--- config.mk ---
export PLATFORM = sky130hd
export DESIGN_NAME = jtframe_rom_arb
export DESIGN_NICKNAME = d
export VERILOG_FILES = /design/src/rtl/jtframe_rom_arb_pkg.sv /design/src/rtl/jtframe_rom_arb_slot.sv /design/src/rtl/jtframe_rom_arb.sv
export SDC_FILE = /design/constraint.sdc
export NUM_CORES = 1
export LEC_CHECK = 0
export CORE_MARGIN = 3
export CORE_UTILIZATION = 45
export DETAILED_ROUTE_END_ITERATION = 8
export MAX_ROUTING_LAYER = met4
export PLACE_DENSITY_LB_ADDON = 0.2
export SYNTH_ARGS = -nofsm -noshare
export SYNTH_HDL_FRONTEND = slang
export SYNTH_HIERARCHICAL = 1
export SYNTH_SLANG_ARGS = --single-unit
--- constraint.sdc ---
create_clock -name clk -period 2 [get_ports clk]
set_input_delay 0.3 -clock clk [delete_from_list [all_inputs] [get_ports clk]]
set_output_delay 0.3 -clock clk [all_outputs]
set_load 0.01 [all_outputs]
--- src/rtl/jtframe_rom_arb_pkg.sv ---
// jtframe_rom_arb_pkg: shared FSM encoding and round-robin grant selection for the ROM arbiter
package jtframe_rom_arb_pkg;
    typedef enum logic [1:0] {IDLE = 2'd0, WAIT_ACK = 2'd1, WAIT_DATA = 2'd2} state_t;
    localparam int MAXREQ = 4;
    function automatic logic [1:0] rr_pick(input logic [3:0] pend, input logic [1:0] last, input int nreq);
        logic [1:0] idx;
        logic [1:0] g;
        logic found;
        idx = last;
        g = last;
        found = 1'b0;
        for (int k = 0; k < MAXREQ; k++) begin
            if (k < nreq) begin
                idx = (int'(idx) == nreq - 1) ? 2'd0 : idx + 2'd1;
                if (pend[idx] && !found) begin
                    g = idx;
                    found = 1'b1;
                end
            end
        end
        return g;
    endfunction
endpackage

--- src/rtl/jtframe_rom_arb_slot.sv ---
// jtframe_rom_arb_slot: one-entry read cache with hit detection for a single requester
module jtframe_rom_arb_slot #(
    parameter int AW = 20,
    parameter int DW = 8
) (
    input  logic          clk,
    input  logic          rst_n,
    input  logic          i_cs,
    input  logic [AW-1:0] i_addr,
    input  logic          i_fill,
    input  logic [AW-1:0] i_fill_addr,
    input  logic [DW-1:0] i_fill_data,
    output logic          o_ok,
    output logic [DW-1:0] o_dout
);
    logic          r_valid;
    logic [AW-1:0] r_tag;
    logic [DW-1:0] r_data;

    always_ff @(posedge clk or negedge rst_n) begin
        if (!rst_n) begin
            r_valid <= 1'b0;
            r_tag   <= '0;
            r_data  <= '0;
        end else if (i_fill) begin
            r_valid <= 1'b1;
            r_tag   <= i_fill_addr;
            r_data  <= i_fill_data;
        end
    end

    assign o_ok   = i_cs & r_valid & (r_tag == i_addr);
    assign o_dout = r_data;
endmodule

--- src/rtl/jtframe_rom_arb.sv ---
// jtframe_rom_arb: round-robin sharing of one SDRAM ROM read port with per-requester caches and a watchdog
module jtframe_rom_arb
    import jtframe_rom_arb_pkg::*;
#(
    parameter int NREQ = 2,
    parameter int AW   = 20,
    parameter int DW   = 8,
    parameter int TOW  = 8
) (
    input  logic              rst_n,
    input  logic              clk,
    input  logic [NREQ-1:0]   i_req_cs,
    input  logic [NREQ*AW-1:0] i_req_addr,
    output logic [NREQ*DW-1:0] o_req_dout,
    output logic [NREQ-1:0]   o_req_ok,
    output logic              o_sdram_req,
    output logic [AW-1:0]     o_sdram_addr,
    input  logic              i_sdram_ack,
    input  logic              i_sdram_dok,
    input  logic [DW-1:0]     i_sdram_din,
    output logic              o_timeout
);
    state_t          r_state;
    logic [1:0]      r_grant;
    logic [1:0]      r_last;
    logic [AW-1:0]   r_addr;
    logic            r_req;
    logic            r_timeout;
    logic [TOW-1:0]  r_cnt;
    logic [NREQ-1:0] w_ok;
    logic [NREQ-1:0] w_pend;
    logic [NREQ-1:0] w_fill;
    logic [AW-1:0]   w_addr [NREQ];
    logic [3:0]      w_pend4;
    logic [1:0]      w_pick;
    logic [AW-1:0]   w_pick_addr;
    logic            w_done;

    assign w_pend = i_req_cs & ~w_ok;
    assign w_done = (r_state == WAIT_ACK && i_sdram_ack && i_sdram_dok) || (r_state == WAIT_DATA && i_sdram_dok);

    always_comb begin
        w_pend4 = '0;
        w_pend4[NREQ-1:0] = w_pend;
        w_pick = rr_pick(w_pend4, r_last, NREQ);
        w_pick_addr = '0;
        for (int k = 0; k < NREQ; k++)
            if (w_pick == 2'(k)) w_pick_addr = w_addr[k];
    end

    for (genvar i = 0; i < NREQ; i++) begin : g_slot
        assign w_addr[i] = i_req_addr[i*AW +: AW];
        assign w_fill[i] = w_done && (r_grant == 2'(i));
        jtframe_rom_arb_slot #(.AW(AW), .DW(DW)) u_slot (
            .clk        (clk),
            .rst_n      (rst_n),
            .i_cs       (i_req_cs[i]),
            .i_addr     (w_addr[i]),
            .i_fill     (w_fill[i]),
            .i_fill_addr(r_addr),
            .i_fill_data(i_sdram_din),
            .o_ok       (w_ok[i]),
            .o_dout     (o_req_dout[i*DW +: DW])
        );
    end

    // completion outranks ack, which outranks the watchdog
    always_ff @(posedge clk or negedge rst_n) begin
        if (!rst_n) begin
            r_state   <= IDLE;
            r_grant   <= '0;
            r_last    <= 2'(NREQ - 1);
            r_addr    <= '0;
            r_req     <= 1'b0;
            r_cnt     <= '0;
            r_timeout <= 1'b0;
        end else begin
            case (r_state)
                IDLE: if (|w_pend) begin
                    r_grant <= w_pick;
                    r_addr  <= w_pick_addr;
                    r_req   <= 1'b1;
                    r_cnt   <= '0;
                    r_state <= WAIT_ACK;
                end
                WAIT_ACK, WAIT_DATA: begin
                    r_cnt <= r_cnt + TOW'(1);
                    if (w_done) begin
                        r_req   <= 1'b0;
                        r_last  <= r_grant;
                        r_state <= IDLE;
                    end else if (r_state == WAIT_ACK && i_sdram_ack) begin
                        r_req   <= 1'b0;
                        r_state <= WAIT_DATA;
                    end else if (&r_cnt) begin
                        r_req     <= 1'b0;
                        r_timeout <= 1'b1;
                        r_last    <= r_grant;
                        r_state   <= IDLE;
                    end
                end
                default: r_state <= IDLE;
            endcase
        end
    end

    assign o_req_ok     = w_ok;
    assign o_sdram_req  = r_req;
    assign o_sdram_addr = r_addr;
    assign o_timeout    = r_timeout;
endmodule

==> reports/results.md <==
### STA
* 35 — count of endpoints failing setup in the final report
* 0 — number of hold-slack violations in the final timing report
* yes — unrepaired setup endpoints after global routing
* -451 ps — Setup WS post-layout
* 2450 ps — shortest period the worst path allows
* 8.08 ps — final setup skew
* 507 ps — transition time of the tightest slew-check pin
* 0 — number of slew-limit violations in the final report
* 123% — Final Cycle Share
* 66.2% — Max-Slew Margin vs Limit
* 408 MHz — maximum clock rate

### Die
* 9370 µm² — core region area
* 46.9% — initial core utilization
* 105 µm — Die Span Y
* 105 µm — Die Span X
* 94 — number of top-level design ports
* 11000 µm² — die area
* 35 — total number of placement rows

### Drt
* 4 — total iterations of the first detailed-routing run
* 17.4 µm — post-DR wirelength/cell
* 3252 — via count
* 0 — number of nets with antenna violations after detailed routing
* 5.27 — via/cell ratio
* 128 — detailed router's first-iteration violation count
* 0 — Remaining DRCs
* 10700 µm — sum of routed wire length over all layers

### Critical path
* flop — Critical Path Sink Type
* g_slot[1].u_slot/r_tag[7]$_DFFE_PN0P_ — launch point of the worst reg-to-reg path
* 4 — largest driver fanout on the critical path
* 2730 ps — data arrival time of the worst path
* -420 ps — slack of the worst reg-to-reg path
* 2280 ps — Critical Path RT
* 11 — cell depth of the worst flop-to-flop path
* input pin to flop — Worst Setup Path Type
* input pin — crit path launch type
* o_sdram_addr[5]$_DFFE_PN0P_ — reg-to-reg endpoint

### Layout
* 66.7% — Layout Utilization
* 6250 µm² — post-route cell area
* 29.1% — fraction of final layout cells with drive strength greater than 1
* 720 — FILL cells
* 0 — number of antenna cells inserted
* 541 — Post-layout nets
* 42.3% — Layout area overhead

### Yosys
* 94 — Synth Register Bits
* 42 — count of unique library cells instantiated by Yosys
* 4390 µm² — synthesized area
* sky130_fd_sc_hd__dfrtp_1 — ys flop type
* 8.86% — post-synthesis share of cell area spent on and, or, nand and nor gates
* 100% — ys async rst share
* 355 — number of instances in the synthesized netlist
* 0 — number of synthesized flops with an enable pin
* 53.6% — share of the yosys chip area belonging to registers
* multiplexers — largest family of logic cells by synthesized area
* 6 — count of synthesis-stage warnings from yosys
* 6.83% — post-synthesis compound-gate area fraction
* 1.14% — adder-cell share of the synthesized area
* 19.4% — mux cell area share after synthesis
* 7.97% — fraction of synthesized cell area in xor and xnor cells
* 12.4 µm² — mean area per synthesized cell
* 413 — synthesized net count

### Placement
* 5600 µm² — placed standard-cell area
* 0.769 — Final GP Congestion
* 7030 µm — hpwl dp
* 93 — number of I/O port buffers

### CTS
* yes — clock tree from TritonCTS
* 3 — number of H-tree branching levels
* 2 — maximum clock insertion buffer count
* 100 ps — clock slew at the register clock pins of the worst setup and hold paths
* 9 — number of buffers created by CTS
* sky130_fd_sc_hd__clkbuf_8 — clock root buffer
* 360 ps — Worst-Skew Late Latency
* 94 — Clock Sink Count

### Worst hold path
* i_req_addr[14] — origin of the worst min-delay path
* 3 — number of stages on the worst hold path
* o_sdram_addr[14]$_DFFE_PN0P_ — endpoint of the worst hold-timing path
* input pin to flop — type of the worst min-delay path

### Global route
* 95 — maximum number of pins on one net before global-route repair
* 0 — initial antenna violation count
* 3541 — via count of the first global-routing pass
* 18000 µm — first-pass GRT wire length
* 21.1% — GRT Resource Usage Total
* 0 — overflow left after global routing

### Pwr
* 893 µV — peak ir drop on the vdd network
* 0.00270 µW — leakage power figure
* 1450 nW/µm² — pwr/cell area

### Job
* 0 — max-cap viol count

### Status
* finished with violations — status
* negative setup slack — failing checks

-- layout by cell type (no fill, tap or decap), types with 3 or more instances in the layout --
cell type | synthesis | routed
sky130_fd_sc_hd__and3_1 | 3 | 3
sky130_fd_sc_hd__dfrtp_1 | 93 | 93
sky130_fd_sc_hd__mux2i_1 | 20 | 19
sky130_fd_sc_hd__nand4_1 | 9 | 9
sky130_fd_sc_hd__nor4_2 | 2 | 4
sky130_fd_sc_hd__buf_4 | 0 | 18
sky130_fd_sc_hd__xor2_1 | 16 | 16
sky130_fd_sc_hd__bufinv_16 | 0 | 3
sky130_fd_sc_hd__nand2b_4 | 2 | 3
sky130_fd_sc_hd__buf_8 | 0 | 3
sky130_fd_sc_hd__clkbuf_8 | 0 | 9
sky130_fd_sc_hd__mux2_2 | 58 | 58
sky130_fd_sc_hd__nand2_1 | 28 | 26
sky130_fd_sc_hd__buf_12 | 0 | 4
sky130_fd_sc_hd__o21ai_1 | 6 | 27
sky130_fd_sc_hd__clkdlybuf4s50_1 | 0 | 88
sky130_fd_sc_hd__buf_6 | 2 | 9
sky130_fd_sc_hd__inv_1 | 5 | 5
sky130_fd_sc_hd__ha_1 | 4 | 4
sky130_fd_sc_hd__or3_1 | 4 | 4
sky130_fd_sc_hd__a21oi_1 | 6 | 6
sky130_fd_sc_hd__nand3_1 | 6 | 5
sky130_fd_sc_hd__xnor2_1 | 24 | 24
-- synthesized netlist by cell type, types with 4 or more instances --
cell	number	area share, %
sky130_fd_sc_hd__or3_1	4	0.57
sky130_fd_sc_hd__ha_1	4	1.1
sky130_fd_sc_hd__xnor2_1	24	4.8
sky130_fd_sc_hd__nand4_1	9	1.3
sky130_fd_sc_hd__inv_1	5	0.43
sky130_fd_sc_hd__dfrtp_1	93	53
sky130_fd_sc_hd__nand2_1	28	2.4
sky130_fd_sc_hd__nand3_1	6	0.68
sky130_fd_sc_hd__buf_2	8	0.91
sky130_fd_sc_hd__o21ai_0	24	2.7
sky130_fd_sc_hd__nor4_1	4	0.57
sky130_fd_sc_hd__a21oi_1	6	0.68
sky130_fd_sc_hd__o21ai_1	6	0.68
sky130_fd_sc_hd__xor2_1	16	3.2
sky130_fd_sc_hd__mux2i_1	20	4.6
sky130_fd_sc_hd__mux2_2	58	15
-- sequential cells by signal, indices dropped and copies added (netlist names) --
| signal | flops |
|---|---|
| o_sdram_addr | 20 |
| r_cnt | 8 |
| o_timeout | 1 |
| r_state | 2 |
| g_slot.u_slot/r_tag | 40 |
| g_slot.u_slot/r_valid | 2 |
| g_slot.u_slot/o_dout | 16 |
| o_sdram_req | 1 |
| r_last | 2 |
| r_grant | 2 |
-- per-stage QoR --
stage	setup WS [ps]	setup TNS, ps	hold WS [ps]	cells	power, µW
finish	-451	-14020	408	617	9070
global route	-610	-18760	422	617	9630
CTS	-395	-11560	402	610	9020
detailed placement	-883	-30970	387	579	6850
global placement	-828	-27820	389	579	6750
floorplan	-181	-4200	4.41	355	5360
-- worst max-delay path by stage --
stage | from | to | slack, ps
final | i_req_addr[27] | o_sdram_addr[5]$_DFFE_PN0P_ | -450
after global routing | g_slot[1].u_slot/r_tag[7]$_DFFE_PN0P_ | r_cnt[7]$_DFFE_PN0P_ | -610
after CTS | g_slot[1].u_slot/r_tag[14]$_DFFE_PN0P_ | o_sdram_addr[11]$_DFFE_PN0P_ | -390
after detailed placement | i_req_addr[11] | r_cnt[3]$_DFFE_PN0P_ | -880
after global placement | i_req_addr[27] | o_sdram_addr[11]$_DFFE_PN0P_ | -830
after floorplan | g_slot[1].u_slot/r_tag[7]$_DFFE_PN0P_ | o_sdram_addr[2]$_DFFE_PN0P_ | -180
-- worst max-delay path, cell delays in order --
cell,delay (ps)
sky130_fd_sc_hd__clkdlybuf4s50_1,450
sky130_fd_sc_hd__xor2_1,190
sky130_fd_sc_hd__nor4_2,280
sky130_fd_sc_hd__nand4_1,230
sky130_fd_sc_hd__nor4_4,340
sky130_fd_sc_hd__buf_4,170
sky130_fd_sc_hd__nand2b_4,140
sky130_fd_sc_hd__a21bo_4,160
sky130_fd_sc_hd__buf_6,120
sky130_fd_sc_hd__bufbuf_16,240
sky130_fd_sc_hd__nand2_1,40
sky130_fd_sc_hd__o21ai_1,70
-- cell families after synthesis --
kind of cell               after synthesis
AOI/OAI and AO/OA                       50
DFF                                     94
xor gates and xnor gates                40
buffers and inverters                   19
adders and majority gates                4
and+or+nand+nor                         70
muxes                                   78
-- layer usage --
layer	global-route usage (%)	wire length, µm	vias up
met5	-	0	-
met4	5.15	122	0
met3	4.39	499	10
met2	34.1	5350	102
met1	27.5	4780	1617
li1	-	-	1523
-- area by class of cell --
type	instances	area, µm²	share of cell area [%]
clock inverter	7	129	2.06
sequential	94	2350	37.6
tap	129	161	2.58
multi-input combinational	243	2100	33.6
clock buffer	9	124	1.98
inverter	5	18.8	0.300
timing repair buffer	130	1370	21.9
-- power breakdown --
group	internal (µW)	switching (µW)	leakage (µW)	total [µW]
combinational	2430	1700	0.00141	4130
sequential	2730	630	0.00117	3360
clock	853	723	0.000124	1580
-- what timing repair did --
item                                   CTS  global route
buffers inserted                         9             6
hold buffers                             1             0
pin swaps                               34            11
setup endpoints to repair               36            59
gates resized for setup                 50            10
cloned                                   5             1
endpoints found under the hold margin   11             0
Power figures use the tool's default switching activity.
